## src/rtl/fetch_pkg.sv

```systemverilog
// Shared types for the instruction fetch unit: FSM states,
// instruction size and the fetch-queue entry layout.
package fetch_pkg;

    typedef enum logic [1:0] {
        RUN,
        DRAIN,
        FAULT
    } state_t;

    localparam int INSTR_BYTES = 4;

    typedef struct packed {
        logic [31:0] instr;
        logic [63:0] pc;
    } entry_t;

endpackage

```

## src/rtl/fetch_fifo.sv

```systemverilog
// Fetch queue: power-of-two depth, synchronous flush,
// push and pop may both take effect in the same cycle.
module fetch_fifo
    import fetch_pkg::*;
#(
    parameter int DEPTH = 4
) (
    input  logic                   clk,
    input  logic                   reset,
    input  logic                   flush,
    input  logic                   push,
    input  entry_t                 push_data,
    input  logic                   pop,
    output entry_t                 head,
    output logic                   empty,
    output logic [$clog2(DEPTH):0] count
);

    localparam int AW = $clog2(DEPTH);

    entry_t        mem [DEPTH];
    logic [AW-1:0] wr_ptr;
    logic [AW-1:0] rd_ptr;
    logic          full;
    logic          do_push;
    logic          do_pop;

    assign empty   = (count == '0);
    assign full    = (count == (AW+1)'(DEPTH));
    assign do_pop  = pop && !empty;
    assign do_push = push && (!full || do_pop);
    assign head    = mem[rd_ptr];

    always_ff @(posedge clk) begin
        if (reset || flush) begin
            wr_ptr <= '0;
            rd_ptr <= '0;
            count  <= '0;
        end else begin
            if (do_push)
                wr_ptr <= wr_ptr + 1'b1;
            if (do_pop)
                rd_ptr <= rd_ptr + 1'b1;
            if (do_push && !do_pop)
                count <= count + 1'b1;
            else if (!do_push && do_pop)
                count <= count - 1'b1;
        end
    end

    always_ff @(posedge clk) begin
        if (do_push && !flush)
            mem[wr_ptr] <= push_data;
    end

endmodule

```

## src/rtl/fetch_unit.sv

```systemverilog
// Instruction fetch unit with redirect draining and a fetch queue.
// Define FETCH_ALIGN_CHECK_EN to trap misaligned redirect targets.
module fetch_unit
    import fetch_pkg::*;
#(
    parameter logic [63:0] RESET_PC = 64'h0,
    parameter int          DEPTH    = 4
) (
    input  logic        clk,
    input  logic        reset,
    output logic        imem_req_valid,
    input  logic        imem_req_ready,
    output logic [63:0] imem_addr,
    input  logic        imem_rsp_valid,
    input  logic [31:0] imem_rsp_data,
    output logic        if_valid,
    input  logic        id_ready,
    output logic [31:0] if_instr,
    output logic [63:0] if_pc,
    input  logic        redirect_valid,
    input  logic [63:0] redirect_pc,
    output logic        fetch_fault
);

    localparam int CW = $clog2(DEPTH) + 1;

    state_t        state;
    state_t        state_d;
    logic [63:0]   req_pc;
    logic [63:0]   req_pc_d;
    logic [63:0]   rsp_pc;
    logic [63:0]   rsp_pc_d;
    logic [63:0]   target;
    logic [CW-1:0] outstanding;
    logic [CW-1:0] out_d;
    logic [CW-1:0] fifo_count;
    logic [CW:0]   inflight;
    logic          fire;
    logic          push;
    logic          pop;
    logic          flush;
    logic          empty;
    logic          misaligned;
    entry_t        push_data;
    entry_t        head;

    assign inflight = {1'b0, outstanding} + {1'b0, fifo_count};
    assign imem_req_valid = !reset && (state == RUN)
                            && (inflight < (CW+1)'(DEPTH));
    assign imem_addr = reset ? RESET_PC : req_pc;
    assign fire      = imem_req_valid && imem_req_ready;
    assign if_valid  = !reset && !empty;
    assign pop       = if_valid && id_ready;
    assign if_instr  = head.instr;
    assign if_pc     = head.pc;
    assign push_data = '{instr: imem_rsp_data, pc: rsp_pc};
    assign target    = {redirect_pc[63:2], 2'b00};

`ifdef FETCH_ALIGN_CHECK_EN
    assign misaligned  = |redirect_pc[1:0];
    assign fetch_fault = (state == FAULT);
`else
    logic unused_pc_bits;
    assign unused_pc_bits = ^redirect_pc[1:0];
    assign misaligned     = 1'b0;
    assign fetch_fault    = 1'b0;
`endif

    // Responses always retire a request, whether kept or discarded.
    always_comb begin
        out_d = outstanding;
        if (fire && !imem_rsp_valid)
            out_d = outstanding + 1'b1;
        else if (!fire && imem_rsp_valid)
            out_d = outstanding - 1'b1;
    end

    always_comb begin
        state_d  = state;
        req_pc_d = req_pc;
        rsp_pc_d = rsp_pc;
        push     = 1'b0;
        flush    = 1'b0;
        if (redirect_valid) begin
            flush    = 1'b1;
            req_pc_d = target;
            rsp_pc_d = target;
            if (misaligned)
                state_d = FAULT;
            else if (out_d != '0)
                state_d = DRAIN;
            else
                state_d = RUN;
        end else begin
            unique case (state)
                RUN: begin
                    if (fire)
                        req_pc_d = req_pc + 64'(INSTR_BYTES);
                    if (imem_rsp_valid) begin
                        push     = 1'b1;
                        rsp_pc_d = rsp_pc + 64'(INSTR_BYTES);
                    end
                end
                DRAIN: begin
                    if (out_d == '0)
                        state_d = RUN;
                end
                FAULT: state_d = FAULT;
                default: state_d = RUN;
            endcase
        end
    end

    always_ff @(posedge clk) begin
        if (reset) begin
            state       <= RUN;
            req_pc      <= RESET_PC;
            rsp_pc      <= RESET_PC;
            outstanding <= '0;
        end else begin
            state       <= state_d;
            req_pc      <= req_pc_d;
            rsp_pc      <= rsp_pc_d;
            outstanding <= out_d;
        end
    end

    fetch_fifo #(
        .DEPTH(DEPTH)
    ) u_fifo (
        .clk      (clk),
        .reset    (reset),
        .flush    (flush),
        .push     (push),
        .push_data(push_data),
        .pop      (pop),
        .head     (head),
        .empty    (empty),
        .count    (fifo_count)
    );

endmodule

```

## config.mk

```make
export PLATFORM = sky130hd
export DESIGN_NAME = fetch_unit
export DESIGN_NICKNAME = d
export VERILOG_FILES = /design/src/rtl/fetch_pkg.sv /design/src/rtl/fetch_fifo.sv /design/src/rtl/fetch_unit.sv
export SDC_FILE = /design/constraint.sdc
export NUM_CORES = 1
export LEC_CHECK = 0
export BUFFER_PORTS_ARGS = -buffer_cell sky130_fd_sc_hd__buf_4
export CORE_ASPECT_RATIO = 0.5
export CORE_MARGIN = 5
export CORE_UTILIZATION = 41
export DETAILED_ROUTE_END_ITERATION = 12
export PLACE_DENSITY = 0.58
export SLEW_MARGIN = 10
export SYNTH_ARGS = -nofsm -noshare
export SYNTH_HDL_FRONTEND = slang
export SYNTH_SLANG_ARGS = --single-unit
```

## constraint.sdc

```tcl
create_clock -name clk -period 6.4 [get_ports clk]
set_input_delay 0.64 -clock clk [delete_from_list [all_inputs] [get_ports clk]]
set_output_delay 0.64 -clock clk [all_outputs]
set_load 0.005 [all_outputs]
```

==> results.yml, run 1 <==
detailed_routing:
  wl_per_cell_um: 23.2
  drt-total-wl_um: 58200
  firstDrtPassIters: 4
  ant_nets: 0
  vias: 14103
  drt_iter0_drc: 1006
  viasPerCell: 5.62
  drc: 0
die:
  core-area_um2: 52400
  dieHeight_um: 173
  ios: 265
  initial_core_util_pct: 41.8
  die_width_um: 337
  die_area_um2: 58400
  rows: 59
global_routing:
  antenna_found_initial: 2
  grtUsageMet2_pct: 31.0
  grt_pass1_vias: 13810
  grt_start_max_net_pins: 95
  grtUsageTotal_pct: 19.4
  grtUsageMet1_pct: 28.0
  grt_pass1_wl_um: 87000
  grt-ovfl-total: 0
  use_met3_pct: 2.84
  busiest_layer: "met2"
setup_path:
  path_cells: "nand4_1 > or4_1 > or4_1 > or4_1 > a31oi_1"
  r2r_start: "rsp_pc[4]$_SDFFE_PP0P_"
  worstRegToRegCells: 5
  critPathRequiredTime_ps: 6880
  slowest_delay_ps: 880
  worstPathArrival_ps: 4180
  crit_type: "register to register"
  crit_top_cell: "or4_1"
  crit_slowest_cell: "or4_1"
  cp-startpoint: "rsp_pc[4]$_SDFFE_PP0P_"
  reg2reg_setup_slack_ps: 2700
  cp_max_fo: 20
  critical_path.startpoint_type: "register"
  crit_path_end_kind: "register"
layout:
  layout_common_cells: "edfxtp_1, buf_4, dfxtp_1"
  finish.utilization_pct: 49.7
  final_layout_size_suffix_gt1_share_pct: 25.4
  nNetsFinal: 1883
  syn_to_final_growth_pct: 19.1
  multiInputGateArea_um2: 7400
  regArea_um2: 14100
  n_fill_cell: 4560
  design_area_um2: 26100
  layout_commonest_cell: "edfxtp_1"
power:
  internal_power_w: 0.00551
  leakagePower_nw: 8.63
  clkPwrFrac_pct: 39.1
  seq_power_share_pct: 53.4
  p_sw_share_pct: 23.0
  peakVddDrop_mv: 0.175
  pwr-share-comb_pct: 7.6
  switchingPower_w: 0.00165
  total_power_w: 0.00715
  power_density_nw_per_um2: 274
synth:
  synth_compound_area_share_pct: 8.39
  ys_warn_count: 0
  ys_types: 59
  synthAdderAreaFrac_pct: 0.720
  yosys.area.top_type: "edfxtp_1"
  synth_top_family_by_area: "simple AND/OR/NAND/NOR gates"
  synth_seq_cells: 514
  synth-edff-count: 376
  synthMuxAreaShare_pct: 9.81
  synthCells: 1535
  synth.yosys.seq_area_share_pct: 64.2
  synthSimpleGateAreaFrac_pct: 12.5
  ys_async_sr_fraction_pct: 0
  synthFlopType: "edfxtp_1"
  avgSynthCellArea_um2: 14.3
  synth_top_area_share_pct: 51.6
  synth_area_um2: 21900
  synthXorXnorAreaFrac_pct: 2.20
  synth_top_cells_by_area: "edfxtp_1, dfxtp_1, mux4_2"
clock_network:
  numClockSinks: 514
  cts_resized: 0
  tritoncts: "built"
  clkTransAtPathRegs_ps: 70
  clk_path_buf_depth: 3
  postCtsSetupBuffers: 0
  ctsHoldBuffers: 0
  clk_latency_ps: 580
  cts_root_buf: "clkbuf_16"
  cts_buffers: 46
  cts_htree_levels: 2
timing:
  rsz0062_at_grt: "no"
  fin_crit_ps: 3700
  maxSlewHeadroom_pct: 8.40
  fin_crit_sh_pct: 57.7
  hold_violations: 0
  clock.fmax_ghz: 0.271
  fin_skew_ps: 27.4
  setup_viol: 0
  worst_pin_slew_ps: 1360
  slew_violations: 0
  tns_ps: 0
place:
  place_hpwl_um: 38600
  place_congestion: 0.831
  placedInstanceArea_um2: 24600
  portBuffers: 257
flow_run:
  max-cap-violations: 0
min_path:
  holdCritStartpoint: "imem_rsp_data[30]"
  worstHoldPathCells: 1
  hold_class: "input pin to register"
outcome:
  status: "finished, final reports clean"
flip-flops by register name, summed over array words and instances, names as in the netlist, named ones only:
signal	flops
u_fifo.count	3
outstanding	3
rsp_pc	62
state	2
req_pc	62
u_fifo.rd_ptr	2
u_fifo.mem	376
u_fifo.wr_ptr	2
layer usage:
layer	vias up	share of wire [%]	wire, µm
met5	-	0	0
li1	6510	-	-
met4	0	2.6	1520
met2	330	48	27700
met3	83	4.7	2730
met1	7180	45	26200
cell families (layout without fill, tap and decap cells):
logic type / Yosys count / count (layout)
buffers and inverters: 121 / 388
DFF: 514 / 514
AOI/OAI and AO/OA: 246 / 246
muxes: 97 / 97
adders and majority gates: 12 / 12
other: 1 / 7
xor gates and xnor gates: 55 / 55
and+or+nand+nor: 489 / 489
path summary, 6_finish.rpt:
kind	endpoint
max	rsp_pc[52]$_SDFFE_PP0P_
min reg2reg	req_pc[39]$_SDFFE_PP0P_
max reg2reg	rsp_pc[52]$_SDFFE_PP0P_
min	u_fifo.mem[1][94]$_DFFE_PP_
layout make-up:
class	count	share of cell area (%)
Tap cell	701	3.36
Clock buffer	61	4.78
Clock inverter	24	0.993
Antenna cell	2	0.0192
Timing Repair Buffer	276	8.14
Sequential cell	514	53.9
Multi-Input combinational cell	904	28.4
Inverter	27	0.398
Yosys cell counts, types with 7 or more instances:
cell / number
ha_1: 11
o21a_1: 57
o31ai_1: 7
nor3_1: 33
o31a_1: 42
or3_1: 11
nand4_1: 56
and2_1: 8
and4_1: 13
dfxtp_1: 138
buf_1: 12
o21ai_0: 33
a211oi_1: 17
nor2b_1: 58
a21oi_1: 9
a21boi_0: 41
edfxtp_1: 376
nand3_1: 46
clkbuf_1: 75
xnor2_1: 29
nor2_1: 73
nand2_1: 68
inv_1: 26
nor4_1: 45
a31oi_1: 7
or4_1: 15
xor2_1: 26
o311a_1: 7
and3_1: 32
mux4_2: 94
worst max-delay path: cells and delay by family (launching register included):
family / cells / cell delay, ps
AO/OA/AOI/OAI: 1 / 160
flip-flops: 1 / 670
AND/OR/NAND/NOR: 4 / 2750
power by group through the flow:
stage                     Sequential (W)  Combinational [W]  Clock, W
after floorplan                  0.00384           0.000300         0
after global placement           0.00388           0.000545         0
after detailed placement         0.00389           0.000550         0
after CTS                        0.00381           0.000552   0.00286
after global routing             0.00383           0.000591   0.00300
final                            0.00382           0.000542   0.00279
through the flow:
stage	hold slack (ps)	setup WS, ps	std cells
3_3_place_gp	502	2110	2422
5_1_grt	226	2520	2508
2_1_floorplan	458	1670	1539
6_report	260	2700	2509
4_1_cts	225	2700	2507
3_5_place_dp	512	2110	2422
(Power assumes the default switching activity.)
==> run 2, diff against run 1 <==
- PLACE_DENSITY: 0.58 -> 0.6
- clock period: 6.4 -> 3.27 ns (I/O delays scaled with it)
==> results.yml, run 2 (synthesized netlist as in run 1, its figures left out) <==
global_routing:
  antenna_found_initial: 0
  grt-ovfl-total: 0
  grtUsageTotal_pct: 19.6
  grt_start_max_net_pins: 84
  grt_pass1_vias: 14374
  grt_pass1_wl_um: 88700
layout:
  layout_commonest_cell: "edfxtp_1"
  design_area_um2: 26900
  num_antenna_cells: 0
  final_layout_size_suffix_gt1_share_pct: 27.0
  largestRegisters: "u_fifo.mem x376, req_pc x62, rsp_pc x62"
  nNetsFinal: 1964
  largest_register: "u_fifo.mem"
  syn_to_final_growth_pct: 23.1
  n_fill_cell: 4480
  layout_common_cells: "edfxtp_1, buf_4, dfxtp_1"
  largest_register_ffs: 376
  finalNonFillerCells: 2587
detailed_routing:
  firstDrtPassIters: 5
  vias: 14498
  drt_iter0_drc: 1231
  viasPerCell: 5.60
  drt-total-wl_um: 58300
  wl_per_cell_um: 22.5
  drc: 0
  ant_nets: 0
timing:
  layout_setup_ws_ps: 114
  setup_viol: 0
  clock.fmax_ghz: 0.317
  worst_pin_slew_ps: 968
  hold_violations: 0
  rsz0062_at_grt: "no"
  maxSlewHeadroom_pct: 35.5
  slew_violations: 0
  tns_ps: 0
  fin_crit_ps: 3160
  fin_crit_sh_pct: 96.5
  hold_slack_ps: 53.6
  fin_skew_ps: 18.8
clock_network:
  tritoncts: "built"
  cts_htree_levels: 2
  numClockSinks: 514
  postCtsSetupBuffers: 0
  clk_path_buf_depth: 3
  cts_buffers: 46
  clkTransAtPathRegs_ps: 60
  cts_root_buf: "clkbuf_16"
  clk_latency_ps: 570
die:
  initial_core_util_pct: 41.8
  die_width_um: 337
  dieHeight_um: 173
  ios: 265
  core-area_um2: 52400
  rows: 59
  die_area_um2: 58400
place:
  place_inst: 2471
  place_congestion: 0.851
  portBuffers: 257
  placedInstanceArea_um2: 25100
  dp_slack_ps: 94.3
  place_hpwl_um: 40200
setup_path:
  critPathTopFamily: "simple AND/OR/NAND/NOR gates"
  slowest_delay_ps: 650
  crit_type: "register to register"
  crit_slowest_cell: "or4_1"
  cp.buffers_inverters: 0
  cp_max_fo: 4
  worstPathArrival_ps: 3610
  path_cells: "ha_1 > or4_4 > or4b_4 > or4_1 > or4b_1 > and3_1"
  critical_path.startpoint_type: "register"
  crit_path_end_kind: "register"
  critPathRequiredTime_ps: 3720
outcome:
  status: "finished, final reports clean"
power:
  leakagePower_nw: 9.05
  power_density_nw_per_um2: 526
  peakVddDrop_mv: 0.307
flow_run:
  max-cap-violations: 0
min_path:
  hold_class: "input pin to register"
## run 2: cell types whose count changed in the layout (fill, tap and decap cells not counted), moves of 2 or more
cell	delta
clkinv_2	-5
clkinv_4	+2
buf_4	+37
clkbuf_1	-4
diode_2	-2
bufinv_16	+2
buf_12	+12
clkinvlp_4	+3
clkinv_1	+3
dlygate4sd3_1	+32
## run 2: worst paths after layout
path | startpoint | endpoint | slack [ps] | depth (start not counted)
setup / recovery | outstanding[2]$_SDFF_PP0_ | req_pc[36]$_SDFFE_PP0P_ | 110 | 6
hold / removal | imem_rsp_valid | outstanding[1]$_SDFF_PP0_ | 50 | 2
hold reg to reg | req_pc[39]$_SDFFE_PP0P_ | req_pc[39]$_SDFFE_PP0P_ | 520 | 2
setup reg to reg | outstanding[2]$_SDFF_PP0_ | req_pc[36]$_SDFFE_PP0P_ | 110 | 6
## run 2: layout make-up
| cell class | instances | area [µm²] | area share, % |
|---|---|---|---|
| clock buffers | 57 | 1240 | 4.62 |
| repair buffers | 357 | 2960 | 11.0 |
| clock inverters | 27 | 299 | 1.11 |
| multi-input cells | 904 | 7400 | 27.5 |
| flip-flops and latches | 514 | 14100 | 52.2 |
| well taps | 701 | 877 | 3.26 |
| inverters | 27 | 104 | 0.385 |
## run 2: routing by layer
| metal | GRT usage [%] | wire length, µm | vias up |
|---|---|---|---|
| met3 | 2.87 | 2810 | 72 |
| met5 | 0 | 0 | - |
| met1 | 26.9 | 25000 | 7357 |
| met4 | 4.45 | 1130 | 0 |
| met2 | 33.4 | 29300 | 373 |
| li1 | - | - | 6696 |
## run 2: repair_timing
| item | CTS | global route |
|---|---|---|
| endpoints found under the hold margin | 128 | 0 |
| endpoints found under the setup margin | 0 | 1 |
| gates resized for setup | 0 | 1 |
| hold buffers | 32 | 0 |
## run 2: through the flow
step	util, %	power (W)
finish	51.4	0.0142
global route	51.4	0.0147
CTS	51.4	0.0143
detailed placement	47.8	0.00870
global placement	47.8	0.00869
floorplan	-	0.00810
## run 2: power by group
group | switching [W] | internal [W]
clock | 0.00240 | 0.00318
combinational | 0.000560 | 0.000592
sequential | 0.000213 | 0.00722
